[config.mk]
export PLATFORM = sky130hd
export DESIGN_NAME = qspi_flash_read_seq
export DESIGN_NICKNAME = d
export VERILOG_FILES = /design/src/rtl/qspi_flash_read_seq.sv
export SDC_FILE = /design/constraint.sdc
export NUM_CORES = 1
export LEC_CHECK = 0
export CORE_MARGIN = 2
export CORE_UTILIZATION = 49
export DETAILED_ROUTE_END_ITERATION = 6
export PLACE_DENSITY_LB_ADDON = 0.05
export SYNTH_ARGS = -nofsm -noshare
export SYNTH_HDL_FRONTEND = slang
export SYNTH_SLANG_ARGS = --single-unit
[constraint.sdc]
create_clock -name clk -period 4.1 [get_ports clk]
set_clock_uncertainty 0.2 [all_clocks]
set_input_delay 0.82 -clock clk [delete_from_list [all_inputs] [get_ports clk]]
set_output_delay 0.82 -clock clk [all_outputs]
set_load 0.01 [all_outputs]
[src/rtl/qspi_flash_read_seq.sv]
// Single-lane SPI (mode 0) read sequencer for the boot flash.
// One request becomes one framed READ: command, address, 32 data bits.
`timescale 1ns/1ps
module qspi_flash_read_seq #(
  parameter int         CLK_DIV   = 2,
  parameter logic [7:0] CMD       = 8'h13,
  parameter int         ADDR_BITS = 32,
  parameter int         CS_SETUP  = 1,
  parameter int         CS_DESEL  = 4
) (
  input  logic        clk,
  input  logic        rst,
  input  logic        req_valid,
  output logic        req_ready,
  input  logic [31:0] req_addr,
  output logic        resp_valid,
  output logic [31:0] resp_data,
  output logic        busy,
  output logic        qspi_cs,
  output logic        qspi_sck,
  output logic        qspi_dq_0,
  input  logic        qspi_dq_1
);

  localparam int HW   = 8 + ADDR_BITS;
  localparam int NB   = HW + 32;
  localparam int BW   = $clog2(NB);
  localparam int M1   = (CLK_DIV > CS_SETUP) ? CLK_DIV : CS_SETUP;
  localparam int CMAX = (M1 > CS_DESEL) ? M1 : CS_DESEL;
  localparam int CW   = $clog2(CMAX + 1);

  typedef enum logic [2:0] {
    IDLE, SETUP, SHIFT, HOLD, DESEL
  } state_e;

  state_e          state_q, state_d;
  logic [CW-1:0]   cnt_q, cnt_d;
  logic [BW-1:0]   bit_q, bit_d;
  logic            sck_q, sck_d;
  logic            cs_q, cs_d;
  logic [HW-1:0]   sh_q, sh_d;
  logic [31:0]     rx_q, rx_d;
  logic [31:0]     rdata_q, rdata_d;
  logic            rvalid_q, rvalid_d;

  always_ff @(posedge clk or posedge rst) begin
    if (rst) begin
      state_q  <= IDLE;
      cnt_q    <= '0;
      bit_q    <= '0;
      sck_q    <= 1'b0;
      cs_q     <= 1'b1;
      sh_q     <= '0;
      rx_q     <= '0;
      rdata_q  <= '0;
      rvalid_q <= 1'b0;
    end else begin
      state_q  <= state_d;
      cnt_q    <= cnt_d;
      bit_q    <= bit_d;
      sck_q    <= sck_d;
      cs_q     <= cs_d;
      sh_q     <= sh_d;
      rx_q     <= rx_d;
      rdata_q  <= rdata_d;
      rvalid_q <= rvalid_d;
    end
  end

  always_comb begin
    state_d  = state_q;
    cnt_d    = cnt_q;
    bit_d    = bit_q;
    sck_d    = sck_q;
    cs_d     = cs_q;
    sh_d     = sh_q;
    rx_d     = rx_q;
    rdata_d  = rdata_q;
    rvalid_d = 1'b0;
    unique case (state_q)
      IDLE: begin
        if (req_valid) begin
          state_d = SETUP;
          cs_d    = 1'b0;
          cnt_d   = '0;
          bit_d   = '0;
          sh_d    = {CMD, req_addr[ADDR_BITS-1:0]};
        end
      end
      SETUP: begin
        if (cnt_q == CW'(CS_SETUP - 1)) begin
          state_d = SHIFT;
          cnt_d   = '0;
        end else begin
          cnt_d = cnt_q + CW'(1);
        end
      end
      SHIFT: begin
        if (cnt_q == CW'(CLK_DIV - 1)) begin
          cnt_d = '0;
          sck_d = !sck_q;
          // Rising edge samples MISO; falling edge advances MOSI.
          if (!sck_q) begin
            if (bit_q >= BW'(HW))
              rx_d = {rx_q[30:0], qspi_dq_1};
          end else begin
            sh_d = {sh_q[HW-2:0], 1'b0};
            if (bit_q == BW'(NB - 1))
              state_d = HOLD;
            else
              bit_d = bit_q + BW'(1);
          end
        end else begin
          cnt_d = cnt_q + CW'(1);
        end
      end
      HOLD: begin
        state_d  = DESEL;
        cs_d     = 1'b1;
        cnt_d    = '0;
        rvalid_d = 1'b1;
        rdata_d  = {rx_q[7:0], rx_q[15:8], rx_q[23:16], rx_q[31:24]};
      end
      DESEL: begin
        if (cnt_q == CW'(CS_DESEL - 1)) begin
          state_d = IDLE;
          cnt_d   = '0;
        end else begin
          cnt_d = cnt_q + CW'(1);
        end
      end
      default: state_d = IDLE;
    endcase
  end

  assign req_ready  = (state_q == IDLE) && !rst;
  assign busy       = (state_q != IDLE);
  assign qspi_cs    = cs_q;
  assign qspi_sck   = sck_q;
  assign qspi_dq_0  = sh_q[HW-1];
  assign resp_valid = rvalid_q;
  assign resp_data  = rdata_q;

endmodule
==> run_results.csv <==
group,metric,value,unit
critical_path,r2r_slack,1.48,ns
synth,yosys_warnings,0,
critical_path,start_kind,"register",
floorplan,die_x,105,um
placed_design,gp_congestion,0.789,
grt,overflow,0,
critical_path,cp.arrival,2.20,ns
timing,worst_hold_slack,0.259,ns
grt,grt_start_max_net_pins,69,
synth,netlist_area,0.00502,sq mm
layout,layout.cells.non_filler,646,
placed_design,dpl-instance-area,0.00590,sq mm
placed_design,port_buffers,73,
drt,drc,0,
floorplan,die_h,105,um
power,seqPwrFrac,43.6,%
timing,maxSlewHeadroom,39.5,%
synth,synth.avg_cell_area,11.7,sq um
grt,antenna_found_initial,0,
placed_design,place_inst,617,
critical_path,path_class,"register to output port",
layout,fin_nets,546,
clock_tree,root_buffer,"clkbuf_8",
outcome,status,"completed",
layout,syn_to_final_growth,29.1,%
power,p_leak,2.97,nW
hold_path,hold_path.class,"register to register",
clock_tree,clk_path_buf_depth,2,
power,p_int,2.32,mW
synth,syn_inst,430,
floorplan,ios,74,
synth,ys_seq_area_share,59.8,%
clock_tree,cts_tree,"done",
power,powerDensity,454,mW/mm^2
clock_tree,cts_buffers,17,
critical_path,cp.required,3.08,ns
floorplan,coreArea,0.00986,sq mm
timing,setup_viol,0,
timing,worst_slew_pin_slew,0.906,ns
critical_path,endpoint_kind,"output port",
layout,layout-drive-gt1-share,20.5,%
clock_tree,hold_buffers,0,
drt,first_pass_iters,5,
clock_tree,insertion_delay,0.51,ns
clock_tree,cts_setup_buffers,0,
synth,synth_cell_type_count,40,
timing,final.setup.tns,0,ns
drt,drt_wl_total,9520,um
clock_tree,cts_max_level,4,
floorplan,initial_core_util,50.9,%
power,swShare,21.3,%
timing,hold_viol_final,0,
layout,multi_input_area,0.00188,sq mm
layout,final_util,65.8,%
clock_tree,cts_resized,0,
flow_run,cap_violations,0,
power,p_switching,0.626,mW
timing,timing.final.crit_share,78.6,%
layout,postLayoutCellArea,0.00649,sq mm
timing,fin_crit,3.22,ns
drt,num_vias,3466,
grt,grt_pass1_wl,16500,um
drt,ant_nets,0,
layout,final-seq-area,0.00300,sq mm
clock_tree,path_clk_slew,0.06,ns
clock_tree,clock_sinks,120,
power,clkPwrFrac,50.2,%
layout,diodes,0,
synth,synth_nets,473,
grt,grt_pass1_vias,3537,
synth,ys_ff_latch,120,
timing,maxSlewViolCount,0,
drt,wl_per_cell,14.7,um
timing,fmax,310,MHz
drt,vias_per_cell,5.37,
power,combPwrFrac,6.2,%
placed_design,dp_hpwl,5910,um
grt,grt_use_total,18.6,%
timing,rsz0062_at_grt,"false",
power,vdd_drop_max,0.000270,V
layout,fillerInstances,753,
critical_path,worstPathMaxFanout,12,
floorplan,dieArea,0.0111,sq mm
floorplan,fp-row-count,36,
drt,drt_iter0_drc,107,
## logic make-up after synthesis
kind of cell | count (synthesis) | share of synthesized area, %
AND/OR/NAND/NOR | 134 | 11.3
multiplexers | 67 | 15.0
XOR/XNOR | 1 | 0.174
adder cells (fa/ha/maj) | 7 | 1.74
AO/OA/AOI/OAI | 63 | 8.89
flip-flops | 120 | 59.8
buffers and inverters | 38 | 3.19
## metal layers
| layer | vias up | global-route usage (%) | wire length (um) |
|---|---|---|---|
| li1 | 1643 | - | - |
| met1 | 1708 | 24.3 | 4190 |
| met2 | 99 | 28.2 | 4570 |
| met3 | 16 | 6.49 | 594 |
| met4 | 0 | 8.19 | 159 |
| met5 | - | 0 | 0 |
## cell usage in the layout, fill, tap and decap left out, types with 2 or more instances in the layout
cell type        instances
nand3b_1                 2
mux2_2                  65
dfrtp_1                119
nor2b_1                  3
a211o_1                  2
nand3_1                  6
clkbuf_16               16
ha_1                     7
mux2i_1                  2
a22o_1                   7
bufinv_16                3
clkbuf_8                 5
or4_1                    2
a31oi_1                 33
clkdlybuf4s50_1         73
o22a_1                   4
o21ai_0                  7
nand2_1                 72
nor3_1                   4
clkinvlp_4               3
buf_4                    5
and3_1                   2
nor2_1                  36
inv_1                   12
## layout make-up
class / count / share of cell area, %
tap: 133 / 2.57
sequential: 120 / 46.3
clock inverter: 7 / 1.83
timing repair buffer: 79 / 12.2
clock buffer: 22 / 7.29
inverter: 13 / 0.810
multi-input combinational: 272 / 29.0
## cell usage after synthesis
cell type | count | share of area [%]
inv_1 | 13 | 0.97
and3_1 | 2 | 0.25
nand2b_1 | 1 | 0.12
o22a_1 | 4 | 0.70
o41a_1 | 1 | 0.22
or3_1 | 1 | 0.12
buf_2 | 11 | 1.1
dfstp_2 | 1 | 0.52
a22o_1 | 7 | 1.2
mux2i_1 | 2 | 0.40
clkbuf_1 | 9 | 0.67
a211o_1 | 2 | 0.35
or4_1 | 2 | 0.30
nor2_1 | 36 | 2.7
o21a_1 | 1 | 0.15
buf_1 | 4 | 0.30
xnor2_1 | 1 | 0.17
a32oi_1 | 1 | 0.17
nor2b_1 | 3 | 0.37
buf_4 | 1 | 0.15
ha_1 | 7 | 1.7
nor3_1 | 4 | 0.40
o22ai_1 | 1 | 0.12
nor3b_2 | 1 | 0.25
a31oi_1 | 33 | 4.1
nand3_1 | 7 | 0.70
nand2_1 | 72 | 5.4
and2_1 | 1 | 0.12
a21oi_1 | 1 | 0.10
dfrtp_1 | 119 | 59
a21o_1 | 1 | 0.15
a2111oi_2 | 1 | 0.30
mux2_2 | 65 | 15
a2111o_1 | 1 | 0.22
a32o_1 | 1 | 0.20
nand3b_1 | 2 | 0.30
o221ai_1 | 1 | 0.17
o21ai_0 | 7 | 0.70
nor4_1 | 1 | 0.12
or2_2 | 1 | 0.12
## state kept, by name (all words and copies together), names as in the netlist
register    count
sh_q           40
resp_data      32
rx_q           32
bit_q           7
cnt_q           3
state_q         3
qspi_cs         1
qspi_sck        1
resp_valid      1
## critical path: stages (launching register included)
cell,delay [ns]
dfrtp_1,0.56
nor3_1,0.40
inv_1,0.10
nor2_1,0.09
clkdlybuf4s50_1,0.54
## final timing paths
path,depth (start not counted),start,endpoint
max in group asynchronous,3,rst,sh_q[16]
worst min-delay path,2,qspi_cs,qspi_cs
worst max register to register,6,state_q[1],rx_q[16]
worst max-delay path,4,state_q[0],req_ready
min in group asynchronous,2,rst,state_q[2]
worst min register to register,2,qspi_cs,qspi_cs
## metrics by stage
step	setup slack, ns	power (mW)
finish	0.879	2.94
global route	0.764	3.06
CTS	0.849	2.97
detailed placement	1.14	1.49
global placement	1.15	1.48
floorplan	1.61	1.41
## power groups by stage
stage	Combinational [mW]	Clock, mW	Sequential [mW]
floorplan	0.122	0	1.29
global placement	0.180	0	1.30
detailed placement	0.186	0	1.30
CTS	0.187	1.50	1.28
global route	0.209	1.56	1.29
finish	0.183	1.48	1.28
No activity file was read; power rests on OpenSTA's default activity.
